`src/rtl/iph_step_sched.sv`:
```
// Per-timestep scheduler for the Iph photocurrent calculator: reads N_CH samples, issues one
// calculation per cycle and writes results back in issue order. Optional feature: IPH_NEG_CLAMP_EN.
module iph_step_sched #(
    parameter int SINGLE  = 32,
    parameter int N_CH    = 8,
    parameter int IDX_W   = 3,
    parameter int TIMEOUT = 64
) (
    input  logic              clk,
    input  logic              rst,
    input  logic              step_sta,
    output logic              busy,
    output logic              step_done,
    output logic              rd_en,
    output logic [IDX_W-1:0]  rd_idx,
    input  logic [SINGLE-1:0] S_in,
    input  logic [SINGLE-1:0] T_in,
    output logic              calc_sta,
    output logic [SINGLE-1:0] calc_S,
    output logic [SINGLE-1:0] calc_T,
    input  logic              calc_done,
    input  logic [SINGLE-1:0] calc_Iph,
    output logic              iph_wr_en,
    output logic [IDX_W-1:0]  iph_wr_addr,
    output logic [SINGLE-1:0] iph_wr_data,
    output logic [1:0]        err
`ifdef IPH_NEG_CLAMP_EN
    ,
    output logic [7:0]        clamp_cnt
`endif
);

    localparam int OUT_W = IDX_W + 1;
    localparam int WD_W  = $clog2(TIMEOUT + 1);
    localparam logic [IDX_W-1:0]  LAST_IDX = IDX_W'(N_CH - 1);
    localparam logic [OUT_W-1:0]  LAST_WR  = OUT_W'(N_CH - 1);
    localparam logic [OUT_W-1:0]  OUT_ZERO = {OUT_W{1'b0}};
    localparam logic [WD_W-1:0]   WD_MAX   = WD_W'(TIMEOUT);
    localparam logic [WD_W-1:0]   WD_ZERO  = {WD_W{1'b0}};
    localparam logic [SINGLE-1:0] DATA_ZERO = {SINGLE{1'b0}};

    typedef enum logic [2:0] {
        ST_IDLE  = 3'd0,
        ST_ISSUE = 3'd1,
        ST_DRAIN = 3'd2,
        ST_DONE  = 3'd3,
        ST_ERR   = 3'd4
    } state_t;

    state_t            state_r;
    state_t            state_s;
    logic [IDX_W-1:0]  idx_r;
    logic              rd_en_r;
    logic              calc_sta_r;
    logic              busy_r;
    logic              step_done_r;
    logic [OUT_W-1:0]  out_r;
    logic [WD_W-1:0]   wd_r;
    logic [WD_W-1:0]   wd_s;
    logic [OUT_W-1:0]  wr_cnt_r;
    logic              wr_en_r;
    logic [IDX_W-1:0]  wr_addr_r;
    logic [SINGLE-1:0] wr_data_r;
    logic [1:0]        err_r;
    logic              res_vld_s;
    logic              spur_s;
    logic              run_s;
    logic              accept_s;
    logic              timeout_s;
    logic              wr_s;
    logic              last_wr_s;
    logic              neg_s;
    logic [SINGLE-1:0] data_s;

`ifdef IPH_NEG_CLAMP_EN
    assign neg_s = calc_Iph[SINGLE-1];
`else
    assign neg_s = 1'b0;
`endif

    // Result qualification, watchdog next value and write-data selection
    always_comb begin
        res_vld_s = calc_done && (out_r != OUT_ZERO);
        spur_s    = calc_done && (out_r == OUT_ZERO);
        run_s     = (state_r == ST_ISSUE) || (state_r == ST_DRAIN);
        accept_s  = (state_r == ST_IDLE) && step_sta;
        wr_s      = res_vld_s && run_s;
        last_wr_s = wr_s && (wr_cnt_r == LAST_WR);
        if (calc_done || (out_r == OUT_ZERO)) begin
            wd_s = WD_ZERO;
        end else if (wd_r == WD_MAX) begin
            wd_s = wd_r;
        end else begin
            wd_s = wd_r + WD_W'(1'b1);
        end
        timeout_s = (wd_s == WD_MAX);
        if (neg_s) begin
            data_s = DATA_ZERO;
        end else begin
            data_s = calc_Iph;
        end
    end

    // Next-state logic; completion beats timeout since a result clears the watchdog
    always_comb begin
        state_s = state_r;
        case (state_r)
            ST_IDLE: begin
                if (step_sta) state_s = ST_ISSUE;
                else          state_s = ST_IDLE;
            end
            ST_ISSUE: begin
                if (last_wr_s)              state_s = ST_DONE;
                else if (timeout_s)         state_s = ST_ERR;
                else if (idx_r == LAST_IDX) state_s = ST_DRAIN;
                else                        state_s = ST_ISSUE;
            end
            ST_DRAIN: begin
                if (last_wr_s)      state_s = ST_DONE;
                else if (timeout_s) state_s = ST_ERR;
                else                state_s = ST_DRAIN;
            end
            ST_DONE: state_s = ST_IDLE;
            ST_ERR:  state_s = ST_ERR;
            default: state_s = ST_IDLE;
        endcase
    end

    // State register and registered control outputs derived from the next state
    always_ff @(posedge clk) begin
        if (rst) begin
            state_r     <= ST_IDLE;
            idx_r       <= {IDX_W{1'b0}};
            rd_en_r     <= 1'b0;
            calc_sta_r  <= 1'b0;
            busy_r      <= 1'b0;
            step_done_r <= 1'b0;
        end else begin
            state_r <= state_s;
            if ((state_r == ST_ISSUE) && (state_s == ST_ISSUE)) idx_r <= idx_r + IDX_W'(1'b1);
            else                                                idx_r <= {IDX_W{1'b0}};
            rd_en_r     <= (state_s == ST_ISSUE);
            calc_sta_r  <= rd_en_r;
            busy_r      <= (state_s == ST_ISSUE) || (state_s == ST_DRAIN) || (state_s == ST_DONE);
            step_done_r <= (state_s == ST_DONE);
        end
    end

    // Outstanding-work counter, watchdog and sticky error flags
    always_ff @(posedge clk) begin
        if (rst) begin
            out_r <= OUT_ZERO;
            wd_r  <= WD_ZERO;
            err_r <= 2'b00;
        end else begin
            out_r    <= out_r + {{IDX_W{1'b0}}, calc_sta_r} - {{IDX_W{1'b0}}, res_vld_s};
            wd_r     <= wd_s;
            err_r[0] <= err_r[0] | ((state_s == ST_ERR) && (state_r != ST_ERR));
            err_r[1] <= err_r[1] | spur_s;
        end
    end

    // Result RAM write port; addresses follow result arrival order
    always_ff @(posedge clk) begin
        if (rst) begin
            wr_cnt_r  <= OUT_ZERO;
            wr_en_r   <= 1'b0;
            wr_addr_r <= {IDX_W{1'b0}};
            wr_data_r <= DATA_ZERO;
        end else begin
            wr_en_r <= wr_s;
            if (accept_s) begin
                wr_cnt_r <= OUT_ZERO;
            end else if (wr_s) begin
                wr_cnt_r <= wr_cnt_r + OUT_W'(1'b1);
            end else begin
                wr_cnt_r <= wr_cnt_r;
            end
            if (wr_s) begin
                wr_addr_r <= wr_cnt_r[IDX_W-1:0];
                wr_data_r <= data_s;
            end else begin
                wr_addr_r <= wr_addr_r;
                wr_data_r <= wr_data_r;
            end
        end
    end

`ifdef IPH_NEG_CLAMP_EN
    logic [7:0] clamp_cnt_r;

    // Saturating count of negative results forced to zero in the current step
    always_ff @(posedge clk) begin
        if (rst) begin
            clamp_cnt_r <= 8'd0;
        end else if (accept_s) begin
            clamp_cnt_r <= 8'd0;
        end else if (wr_s && neg_s && (clamp_cnt_r != 8'd255)) begin
            clamp_cnt_r <= clamp_cnt_r + 8'd1;
        end else begin
            clamp_cnt_r <= clamp_cnt_r;
        end
    end

    assign clamp_cnt = clamp_cnt_r;
`endif

    assign busy        = busy_r;
    assign step_done   = step_done_r;
    assign rd_en       = rd_en_r;
    assign rd_idx      = idx_r;
    assign calc_sta    = calc_sta_r;
    assign calc_S      = S_in;
    assign calc_T      = T_in;
    assign iph_wr_en   = wr_en_r;
    assign iph_wr_addr = wr_addr_r;
    assign iph_wr_data = wr_data_r;
    assign err         = err_r;

endmodule

```
`config.mk`:
```
export PLATFORM = sky130hd
export DESIGN_NAME = iph_step_sched
export DESIGN_NICKNAME = d
export VERILOG_FILES = /design/src/rtl/iph_step_sched.sv
export SDC_FILE = /design/constraint.sdc
export NUM_CORES = 1
export LEC_CHECK = 0
export ABC_AREA = 0
export BUFFER_PORTS_ARGS = -buffer_cell sky130_fd_sc_hd__buf_2
export CORE_UTILIZATION = 42
export CTS_CLUSTER_SIZE = 30
export DETAILED_ROUTE_END_ITERATION = 10
export GPL_TIMING_DRIVEN = 0
export PLACE_DENSITY_LB_ADDON = 0.08
export SKIP_LAST_GASP = 1
export SLEW_MARGIN = 20
export SYNTH_ARGS = -nofsm -noshare
export SYNTH_HDL_FRONTEND = slang
export SYNTH_SLANG_ARGS = --single-unit
```
`constraint.sdc`:
```
create_clock -name clk -period 2.5 [get_ports clk]
set_input_delay 0 -clock clk [delete_from_list [all_inputs] [get_ports clk]]
set_output_delay 0 -clock clk [all_outputs]
set_load 0.01 [all_outputs]
```
Yosys cells after proc, flatten, opt, wreduce, memory -nomap -nowiden
Index checks and enable logic that the tools add are counted.
Storage, ports and cells
  flip-flop bits (word level): 63
  latch bits: 0
  memory bits (writable): 0
  ROM bits: 0
  input port bits: 100
  output and inout bits: 109
  word-level logic and storage cells: 58
  memories: 0
Operators by class
  add/sub/neg operators: 5
  multipliers: 0
  divide/modulo/power cells: 0
  $lt $le $gt $ge: 0
  eq/ne operators: 12
  shift operators: 0
  mux-type cells: 9
  bitwise operators: 3
  reduce and logical (&&, ||, !) cells: 16
Operators by type and width (number)
  7-bit equality test (second input constant): 2
  7-bit two-way mux: 2
  3-bit two-way mux: 4
  3-bit one-hot mux with 4 select lines: 1
  3-bit by 2-bit equality test with 1-bit output (second input constant): 3
  3-bit equality test (second input constant): 3
  7-bit by 1-bit adder with 7-bit output (second input constant): 1
  1-bit logical AND: 7
  3-bit by 1-bit equality test with 1-bit output (second input constant): 2
  4-bit by 1-bit adder with 4-bit output: 1
  4-bit by 1-bit adder with 4-bit output (second input constant): 1
  4-bit by 3-bit equality test with 1-bit output (second input constant): 1
  4-bit logical NOT: 1
  1-bit logical OR: 4
  4-bit nonzero test: 1
  2-bit OR reduction: 2
  4-bit by 1-bit subtractor with 4-bit output: 1
  3-bit by 1-bit adder with 3-bit output (second input constant): 1
  3-bit logical NOT: 1
  3-bit inequality test (second input constant): 1
  2-bit two-way mux: 1
  1-bit bitwise OR: 2
  1-bit two-way mux: 1
  1-bit NOT: 1

Depth between registers and ports, before layout
Gate-level depths: netlist of the first run.
  depth in word-level cells: 11
  depth in mapped cells: 11
  gate-level depth less buffers: 11

Worst setup path before layout of the first run
No wires, ideal clock.
  path kind: reg2reg
  from: register out_r[2]
  to: register out_r[2]
  library setup time: 0.128 ns
  arrival: 1.989 ns
  slack: 0.383 ns
  cell stages (with the launch flop): 12
  buffers on the path: 0
  path through: dfxtp_1 > inv_1 > ha_1 > nor3b_4 > nor2b_1 > ha_1 > inv_1 > ha_1 > inv_1 > fa_1 > xor2_1 > nor2_1
On the way
  cells in the longest elaborated chain, start to end: 3
RTL lines
  from (decl): RTL line 57  | logic [OUT_W-1:0] out_r;
  from (signal assigned): RTL line 156  | out_r <= out_r + {{IDX_W{1'b0}}, calc_sta_r} - {{IDX_W{1'b0}}, res_vld_s};
  parallel branches: the longest is 2 deep, another holds 4-bit by 1-bit adder with 4-bit output
  4-bit by 1-bit subtractor with 4-bit output (*): RTL line 156
Mark *: on every way between the ends.
A chain may end at the register's enable or synchronous reset.

Worst setup path in the final report of the first run
Ends and elaborated chain as after synthesis.

==> impl_metrics.tcl, run 1 <==
set metrics [dict create \
    outcome "finished, final reports clean" \
    ir_worst_vdd_mv 0.432 \
    worst_pin_slew_ps 528 \
    maxSlewHeadroom_pct 64.8 \
    seqPwrFrac_pct 43.2 \
    fin_crit_ps 2300 \
    fin_util_pct 63.3 \
    worstPathMaxFanout 8 \
    place.gp.congestion 0.776 \
    ys_types 41 \
    cts_tree "done" \
    crit_type "reg -> reg" \
    setup_violations 0 \
    drive_gt1_share_pct 43.5 \
    drt_iter0_markers 81 \
    clock_latency_ps 330 \
    wire_per_inst_um 11.5 \
    slew_violations 0 \
    ys_ff_latch 63 \
    p_int_w 0.00187 \
    die-area_um2 7670 \
    min_path_type "in -> reg" \
    clk_pin_slew_ps 70 \
    p_sw_w 0.000825 \
    synth_seq_area_share_pct 41.0 \
    dpl_cell_area_um2 3920 \
    avgSynthCellArea_um2 8.56 \
    diodes 0 \
    area_delta_synth_final_pct 43.0 \
    critical-path-slowest-cell "nor3b_4" \
    pwr-share-clk_pct 26.6 \
    synthFlopType "dfxtp_1" \
    min_period_over_period_pct 92.1 \
    cts_num_sinks 63 \
    seq_area_um2 1260 \
    finalHoldViolations 0 \
    path_cells "inv_1 -> ha_1 -> nor3b_4 -> nor2b_1 -> ha_1 -> inv_1 -> ha_1 -> inv_1 -> fa_1 -> xor2_1 -> nor2_1" \
    final_area_um2 4400 \
    ys_warn_count 0 \
    core_area_um2 6940 \
    antenna_left 0 \
    endpoint_kind "flop" \
    post-dp-hpwl_mm 5.35 \
    grt_pass1_wl_mm 11.8 \
    power.density_nw_per_um2 612 \
    syn-num-nets 470 \
    first_pass_iters 4 \
    die_w_um 87.6 \
    cp.arrival_ps 2500 \
    slowest_delay_ps 390 \
    post-cts-setup-buffers 0 \
    htree_levels 3 \
    rsz0062_at_grt "no" \
    final.setup.worst_slack_ps 197 \
    nNetsFinal 658 \
    initial_utilization_pct 44.3 \
    grt_overflow 0 \
    io_pins 209 \
    setup_tns_ps 0 \
    multi_input_comb_area_um2 1220 \
    root_buffer "clkbuf_8" \
    grt_pass1_vias 2650 \
    power_frac_comb_pct 30.2 \
    switching_share_pct 30.7 \
    required_ps 2700 \
    drc 0 \
    via_per_inst 4.48 \
    syn_inst 359 \
    portBuffers 144 \
    ctsResizeCount 0 \
    grt_use_total_pct 19.9 \
    rows 30 \
    clockBufferDepth 2 \
    vias 2889 \
    p_leak_nw 2.12 \
    finClkSkew_ps 9.07 \
    antenna_found_initial 0 \
    netlist_area_um2 3070 \
    numCtsBuffers 9 \
    fmax_ghz 0.434 \
    die_y_um 87.6 \
    post-place-ws_ps 176 \
    grt_max_degree 11 \
    synth-edff-count 0 \
    async_reset_ff_share_pct 0 \
    drv_cap 0 \
    worstSetupStartpointType "flop" \
    fillers 601 \
    wirelength_mm 7.44 \
]
-- per-layer routing --
metal,global-route usage (%),vias to the layer above,share of wire (%)
met2,33.9,123,50
met5,0,-,0
li1,-,1476,-
met4,5.66,0,1.0
met1,23.8,1280,42
met3,6.88,10,6.8
-- final timing paths --
kind / start / end / slack (ps) / cells after the start
worst max-delay path: out_r[2] / out_r[2] / 200 / 11
worst min-delay path: rst / step_done / 20 / 3
worst max register to register: out_r[2] / out_r[2] / 200 / 11
worst min register to register: iph_wr_addr[2] / iph_wr_addr[2] / 450 / 2
-- state kept, by name, summed over array words and instances (netlist names) --
signal / cells
busy: 1
wd_r: 7
iph_wr_en: 1
rd_en: 1
out_r: 4
iph_wr_addr: 3
iph_wr_data: 32
err: 2
calc_sta: 1
rd_idx: 3
step_done: 1
state_r: 3
wr_cnt_r: 4
-- area by class of cell --
| cell class | count | share of cell area (%) |
|---|---|---|
| flip-flops and latches | 63 | 28.7 |
| multi-input cells | 208 | 27.7 |
| repair buffers | 177 | 23.9 |
| plain buffers | 77 | 12.6 |
| clock buffers | 11 | 3.22 |
| well taps | 96 | 2.73 |
| inverters | 11 | 0.939 |
| clock inverters | 2 | 0.228 |
-- cell usage in the layout (no fill, tap or decap), types with 2 or more instances in the layout --
cell	n
nor3b_1	4
nand4_1	4
clkbuf_1	6
nor2b_1	4
clkinv_2	2
a21boi_2	2
dfxtp_1	63
nand2_1	79
xnor2_1	7
nand3_1	3
a21o_1	2
buf_6	2
buf_2	149
nor3_1	4
inv_1	11
and2_1	2
nor2_1	20
buf_4	65
ha_1	10
xor2_1	5
dlygate4sd3_1	33
clkbuf_8	10
a21oi_1	40
or3_1	2
-- critical path: cells and delay by family (launching register included) --
kind,cells,cell delay [ps]
XOR/XNOR,1,170
AND/OR/NAND/NOR,3,580
buffers and inverters,3,170
adder cells (fa/ha/maj),4,960
flip-flops,1,300
-- synthesized netlist by cell type, drive strengths merged, types with 2 or more instances --
cell type  number  area (µm²)
nand2          80         303
buf            72         536
dfxtp          63        1260
a21oi          40         200
nor2           20        75.1
inv            11        41.3
ha             10         125
xnor2           7        61.3
clkbuf          5        18.8
nor3            5        36.3
nor3b           5        48.8
xor2            5        43.8
nand4           4        25.0
nor2b           4        25.0
nand3           3        15.0
or3             3        23.8
a21boi          2        22.5
a21o            2        15.0
and2            2        12.5
nor4b           2        23.8
-- through the flow --
stage                     hold slack (ps)  std cells  power (W)
final                                18.5        645    0.00269
after floorplan                      91.8        359    0.00173
after detailed placement              183        599    0.00196
after CTS                            1.89        645    0.00273
after global placement                184        599    0.00195
after global routing                 5.41        645    0.00289
-- what timing repair did --
item                       4_1_cts  5_1_grt
hold buffers                    33        0
setup endpoints to repair        0        0
hold endpoints to repair        33        0
-- kinds of logic after synthesis --
| kind of cell | after synthesis | share of synthesized area, % |
|---|---|---|
| adders and majority gates | 11 | 4.72 |
| xor gates and xnor gates | 12 | 3.42 |
| buffers and inverters | 88 | 19.4 |
| AOI/OAI and AO/OA | 51 | 10.4 |
| DFF | 63 | 41.0 |
| and+or+nand+nor | 134 | 21.1 |
-- power by group through the flow --
| stage | clock network, W | registers (W) | logic, W |
|---|---|---|---|
| 5_1_grt | 0.000789 | 0.00117 | 0.000924 |
| 3_3_place_gp | 0 | 0.00118 | 0.000773 |
| 4_1_cts | 0.000742 | 0.00116 | 0.000824 |
| 3_5_place_dp | 0 | 0.00118 | 0.000781 |
| 2_1_floorplan | 0 | 0.00120 | 0.000529 |
| 6_report | 0.000715 | 0.00116 | 0.000814 |
No activity file was read; power rests on OpenSTA's default activity.
==> inputs of run 2 (changes only) <==
--- a/config.mk
+++ b/config.mk
@@ -7,7 +7,9 @@
 export LEC_CHECK = 0
 export ABC_AREA = 0
 export BUFFER_PORTS_ARGS = -buffer_cell sky130_fd_sc_hd__buf_2
-export CORE_UTILIZATION = 42
+export CELL_PAD_IN_SITES_DETAIL_PLACEMENT = 0
+export CELL_PAD_IN_SITES_GLOBAL_PLACEMENT = 1
+export CORE_UTILIZATION = 26
 export CTS_CLUSTER_SIZE = 30
 export DETAILED_ROUTE_END_ITERATION = 10
 export GPL_TIMING_DRIVEN = 0
==> constraint.sdc (replaced) <==
create_clock -name clk -period 2.04 [get_ports clk]
set_input_delay 0 -clock clk [delete_from_list [all_inputs] [get_ports clk]]
set_output_delay 0 -clock clk [all_outputs]
set_load 0.01 [all_outputs]
==> impl_metrics.tcl, run 2 (same netlist as run 1, synthesis figures left out) <==
set metrics [dict create \
    drv_cap 0 \
    grtUsageMet1_pct 14.6 \
    vias 2853 \
    initial_utilization_pct 26.8 \
    die_w_um 111 \
    root_buffer "clkbuf_16" \
    rsz0062_at_grt "yes" \
    wire_per_inst_um 10.8 \
    reg2reg_from "out_r[3]" \
    nNetsFinal 660 \
    outcome "finished, final reports clean" \
    power.density_nw_per_um2 865 \
    slowest_delay_ps 520 \
    cp.depth 10 \
    ir_worst_vdd_mv 0.351 \
    numCtsBuffers 9 \
    finalHoldViolations 0 \
    worstSetupStartpointType "flop" \
    placed_cells 646 \
    finClkSkew_ps 7.60 \
    r2r_end "out_r[1]" \
    fmax_ghz 0.514 \
    final-instance-count-excl-fill 696 \
    setup_violations 0 \
    drive_gt1_share_pct 46.1 \
    layout_commonest_cell "buf_2" \
    via_per_inst 4.10 \
    diodes 0 \
    holdWs_ps 39.4 \
    dpl_cell_area_um2 3970 \
    critPathTopFamily "adder cells" \
    min_path_type "in -> reg" \
    area_delta_synth_final_pct 51.9 \
    die-area_um2 12300 \
    htree_levels 3 \
    clk_pin_slew_ps 60 \
    p_leak_nw 2.18 \
    die_y_um 111 \
    fillers 1200 \
    rows 39 \
    crit_type "reg -> reg" \
    largest_reg_flops 32 \
    place.gp.congestion 0.743 \
    cp-endpoint "out_r[1]" \
    clock_latency_ps 320 \
    grt_max_degree 11 \
    worst_path_most_repeated_cell "ha_4" \
    first_pass_iters 4 \
    min_period_over_period_pct 95.4 \
    antenna_found_initial 0 \
    use_met3_pct 4.26 \
    drc 0 \
    clockBufferDepth 2 \
    r2r_cells 10 \
    holdPathStages 3 \
    critical-path-slowest-cell "fa_2" \
    portBuffers 144 \
    slew_violations 0 \
    path_buf_inv 3 \
    cp-startpoint "out_r[3]" \
    final_cell_mix "149 x buf_2, 79 x nand2_1, 68 x buf_4" \
    cts_num_sinks 63 \
    grt_use_met2_pct 20.4 \
    cp.arrival_ps 2140 \
    top_usage_layer "met2" \
    grt_pass1_vias 2643 \
    antenna_left 0 \
    worst_pin_slew_ps 567 \
    drt_iter0_markers 44 \
    wirelength_mm 7.51 \
    required_ps 2230 \
    grt_overflow 0 \
    total_power_w 0.00404 \
    cts_tree "done" \
    path_cells "inv_1 -> ha_4 -> nor3b_4 -> nor2b_2 -> ha_4 -> inv_2 -> ha_4 -> inv_2 -> fa_2 -> nor2_1" \
    fin_crit_ps 1950 \
    worstPathMaxFanout 2 \
    core_area_um2 11500 \
    r2r_slack_ps 90 \
    grt_pass1_wl_mm 12.4 \
    final_area_um2 4670 \
    fin_util_pct 40.7 \
    endpoint_kind "flop" \
    maxSlewHeadroom_pct 62.0 \
    grt_use_total_pct 12.4 \
    io_pins 209 \
    post-dp-hpwl_mm 5.53 \
]
-- run 2: metrics by stage --
step	setup TNS [ps]	setup slack, ps
after floorplan	-81.0	-56.7
after global placement	-788	-292
after detailed placement	-762	-280
after CTS	0	3.44
after global routing	-43.4	-43.4
final	0	93.6
-- run 2: how the worst min path moves through the flow --
| stage | endpoint | start | slack, ps |
|---|---|---|---|
| detailed placement | calc_S[27] | S_in[27] | 180 |
| global placement | calc_S[3] | S_in[3] | 180 |
| CTS | err[1] | calc_done | 30 |
| finish | step_done | rst | 40 |
| global route | step_done | rst | 50 |
| floorplan | calc_S[0] | S_in[0] | 90 |
-- run 2: timing repair --
item / in CTS / in global routing
setup endpoints to repair: 4 / 34
setup buffers: 2 / 1
hold endpoints to repair: 32 / 0
resized for setup: 10 / 8
hold buffers: 32 / 0
pin swaps: 2 / 8
-- run 2: cell type report --
class / count / area, µm² / area share [%]
inverter: 11 / 41.3 / 0.884
timing repair buffer: 179 / 1060 / 22.8
buffer: 77 / 554 / 11.9
clock inverter: 3 / 45.0 / 0.964
sequential: 63 / 1260 / 27.1
multi-input combinational: 208 / 1290 / 27.5
clock buffer: 12 / 236 / 5.06
tap: 143 / 179 / 3.83
-- run 2: worst min-delay path: stages --
cell,delay [ps]
buf_2,120
or3_4,150
nor3_4,50
-- run 2: per-layer routing --
layer,part of all wire (%),wire length [µm]
met1,44,3340
met2,46,3480
met3,7.8,586
met4,1.5,112
met5,0,0
-- run 2: power breakdown --
part / internal (W) / switching [W] / leakage [nW]
Clock: 0.000939 / 0.000531 / 0.129
Sequential: 0.00135 / 0.0000822 / 0.513
Combinational: 0.000571 / 0.000565 / 1.54
Total: 0.00286 / 0.00118 / 2.18
==> inputs of run 3 (changes only) <==
--- a/config.mk
+++ b/config.mk
@@ -9,6 +9,7 @@
 export BUFFER_PORTS_ARGS = -buffer_cell sky130_fd_sc_hd__buf_2
 export CELL_PAD_IN_SITES_DETAIL_PLACEMENT = 0
 export CELL_PAD_IN_SITES_GLOBAL_PLACEMENT = 1
+export CORE_ASPECT_RATIO = 0.6
 export CORE_UTILIZATION = 26
 export CTS_CLUSTER_SIZE = 30
 export DETAILED_ROUTE_END_ITERATION = 10
==> impl_metrics.tcl, run 3 (same netlist as run 1, synthesis figures left out) <==
set metrics [dict create \
    setup_violations 0 \
    grt_max_degree 11 \
    fin_crit_ps 1950 \
    worstPathMaxFanout 2 \
    htree_levels 3 \
    worst_pin_slew_ps 586 \
    p_leak_nw 2.22 \
    cp.arrival_ps 2140 \
    power.density_nw_per_um2 903 \
    first_pass_iters 4 \
    total_power_w 0.00430 \
    clock_latency_ps 330 \
    slew_violations 0 \
    via_per_inst 4.13 \
    fmax_ghz 0.513 \
    drive_gt1_share_pct 46.8 \
    antenna_found_initial 0 \
    final_area_um2 4760 \
    nNetsFinal 661 \
    wirelength_mm 8.54 \
    place.gp.congestion 0.745 \
    initial_utilization_pct 26.9 \
    endpoint_kind "flop" \
    fin_util_pct 41.7 \
    antenna_left 0 \
    post-dp-hpwl_mm 6.29 \
    finalHoldViolations 0 \
    rows 30 \
    crit_type "reg -> reg" \
    holdWs_ps 17.4 \
    clockBufferDepth 2 \
    die-area_um2 12300 \
    layout_commonest_cell "buf_2" \
    dpl_cell_area_um2 4000 \
    finClkSkew_ps 6.24 \
    io_pins 209 \
    drt_iter0_markers 136 \
    die_w_um 142 \
    portBuffers 144 \
    grt_overflow 0 \
    grt_pass1_vias 2637 \
    vias 2952 \
    reg2reg_from "out_r[3]" \
    grt_use_total_pct 13.5 \
    largest_reg_flops 32 \
    cp-startpoint "out_r[3]" \
    outcome "finished, final reports clean" \
    root_buffer "clkbuf_16" \
    final_cell_mix "149 x buf_2, 79 x nand2_1, 69 x buf_4" \
    core_area_um2 11400 \
    cts_tree "done" \
    min_period_over_period_pct 95.6 \
    hp-start "calc_done" \
    maxSlewHeadroom_pct 60.6 \
    clk_pin_slew_ps 50 \
    wire_per_inst_um 11.9 \
    cts_num_sinks 63 \
    fillers 1201 \
    drc 0 \
    grt_pass1_wl_mm 12.7 \
    worstSetupStartpointType "flop" \
    numCtsBuffers 9 \
    diodes 0 \
    die_y_um 86.2 \
    drv_cap 0 \
    required_ps 2230 \
    ir_worst_vdd_mv 0.444 \
    min_path_type "in -> reg" \
    area_delta_synth_final_pct 54.9 \
]
## run 3: cell count changes in the layout (fill, tap and decap cells not counted), sizes merged
cell	change
clkinv	+1
clkinvlp	-2
clkbuf	+1
buf	+1
bufinv	+1
## run 3: path summary, 6_finish.rpt
path / endpoint / slack [ps] / depth (start not counted)
setup / recovery: out_r[3] / 90 / 11
hold / removal: err[1] / 20 / 3
setup reg to reg: out_r[3] / 90 / 11
hold reg to reg: iph_wr_data[31] / 450 / 2
## run 3: layer usage
metal	routed length [µm]	track usage [%]	part of all wire, %
met1	3720	16.7	44
met3	731	4.59	8.6
met4	138	4.79	1.6
met2	3950	22.1	46
met5	0	0	0
## run 3: what timing repair did
action,4_1_cts,5_1_grt
hold buffers,32,0
setup buffers,3,1
resized for setup,9,14
endpoints found under the hold margin,32,0
endpoints found under the setup margin,9,34
pin swaps,4,6
## run 3: per-stage QoR
| stage | setup TNS, ps | std cells | worst slack [ps] |
|---|---|---|---|
| final | 0 | 715 | 89.8 |
| after global routing | -0.292 | 715 | -0.292 |
| after CTS | -3.00 | 714 | -3.00 |
| after detailed placement | -1270 | 663 | -294 |
| after global placement | -1120 | 663 | -291 |
| after floorplan | -81.0 | 359 | -56.7 |
## run 3: layout make-up
class	count	area, µm²	area share [%]
Clock inverter	3	65.1	1.37
Timing Repair Buffer	180	1070	22.5
Tap cell	160	200	4.20
Sequential cell	63	1260	26.6
Multi-Input combinational cell	208	1300	27.4
Inverter	11	43.8	0.919
Clock buffer	13	260	5.46
Buffer	77	554	11.6
## run 3: power by group
part | internal [W] | leakage [nW] | switching, W
Clock | 0.00113 | 0.160 | 0.000541
Sequential | 0.00135 | 0.513 | 0.0000848
Combinational | 0.000592 | 1.55 | 0.000599
Total | 0.00308 | 2.22 | 0.00122
## run 3: critical path, stage by stage (launching register included)
cell and delay [ps]:
dfxtp_1 320, inv_2 50, ha_4 140, nor3b_4 150, nor2b_4 160, ha_4 150, inv_1 40, ha_1 270
a21o_1 180, a21oi_1 170, xnor2_1 140, nor2_1 50
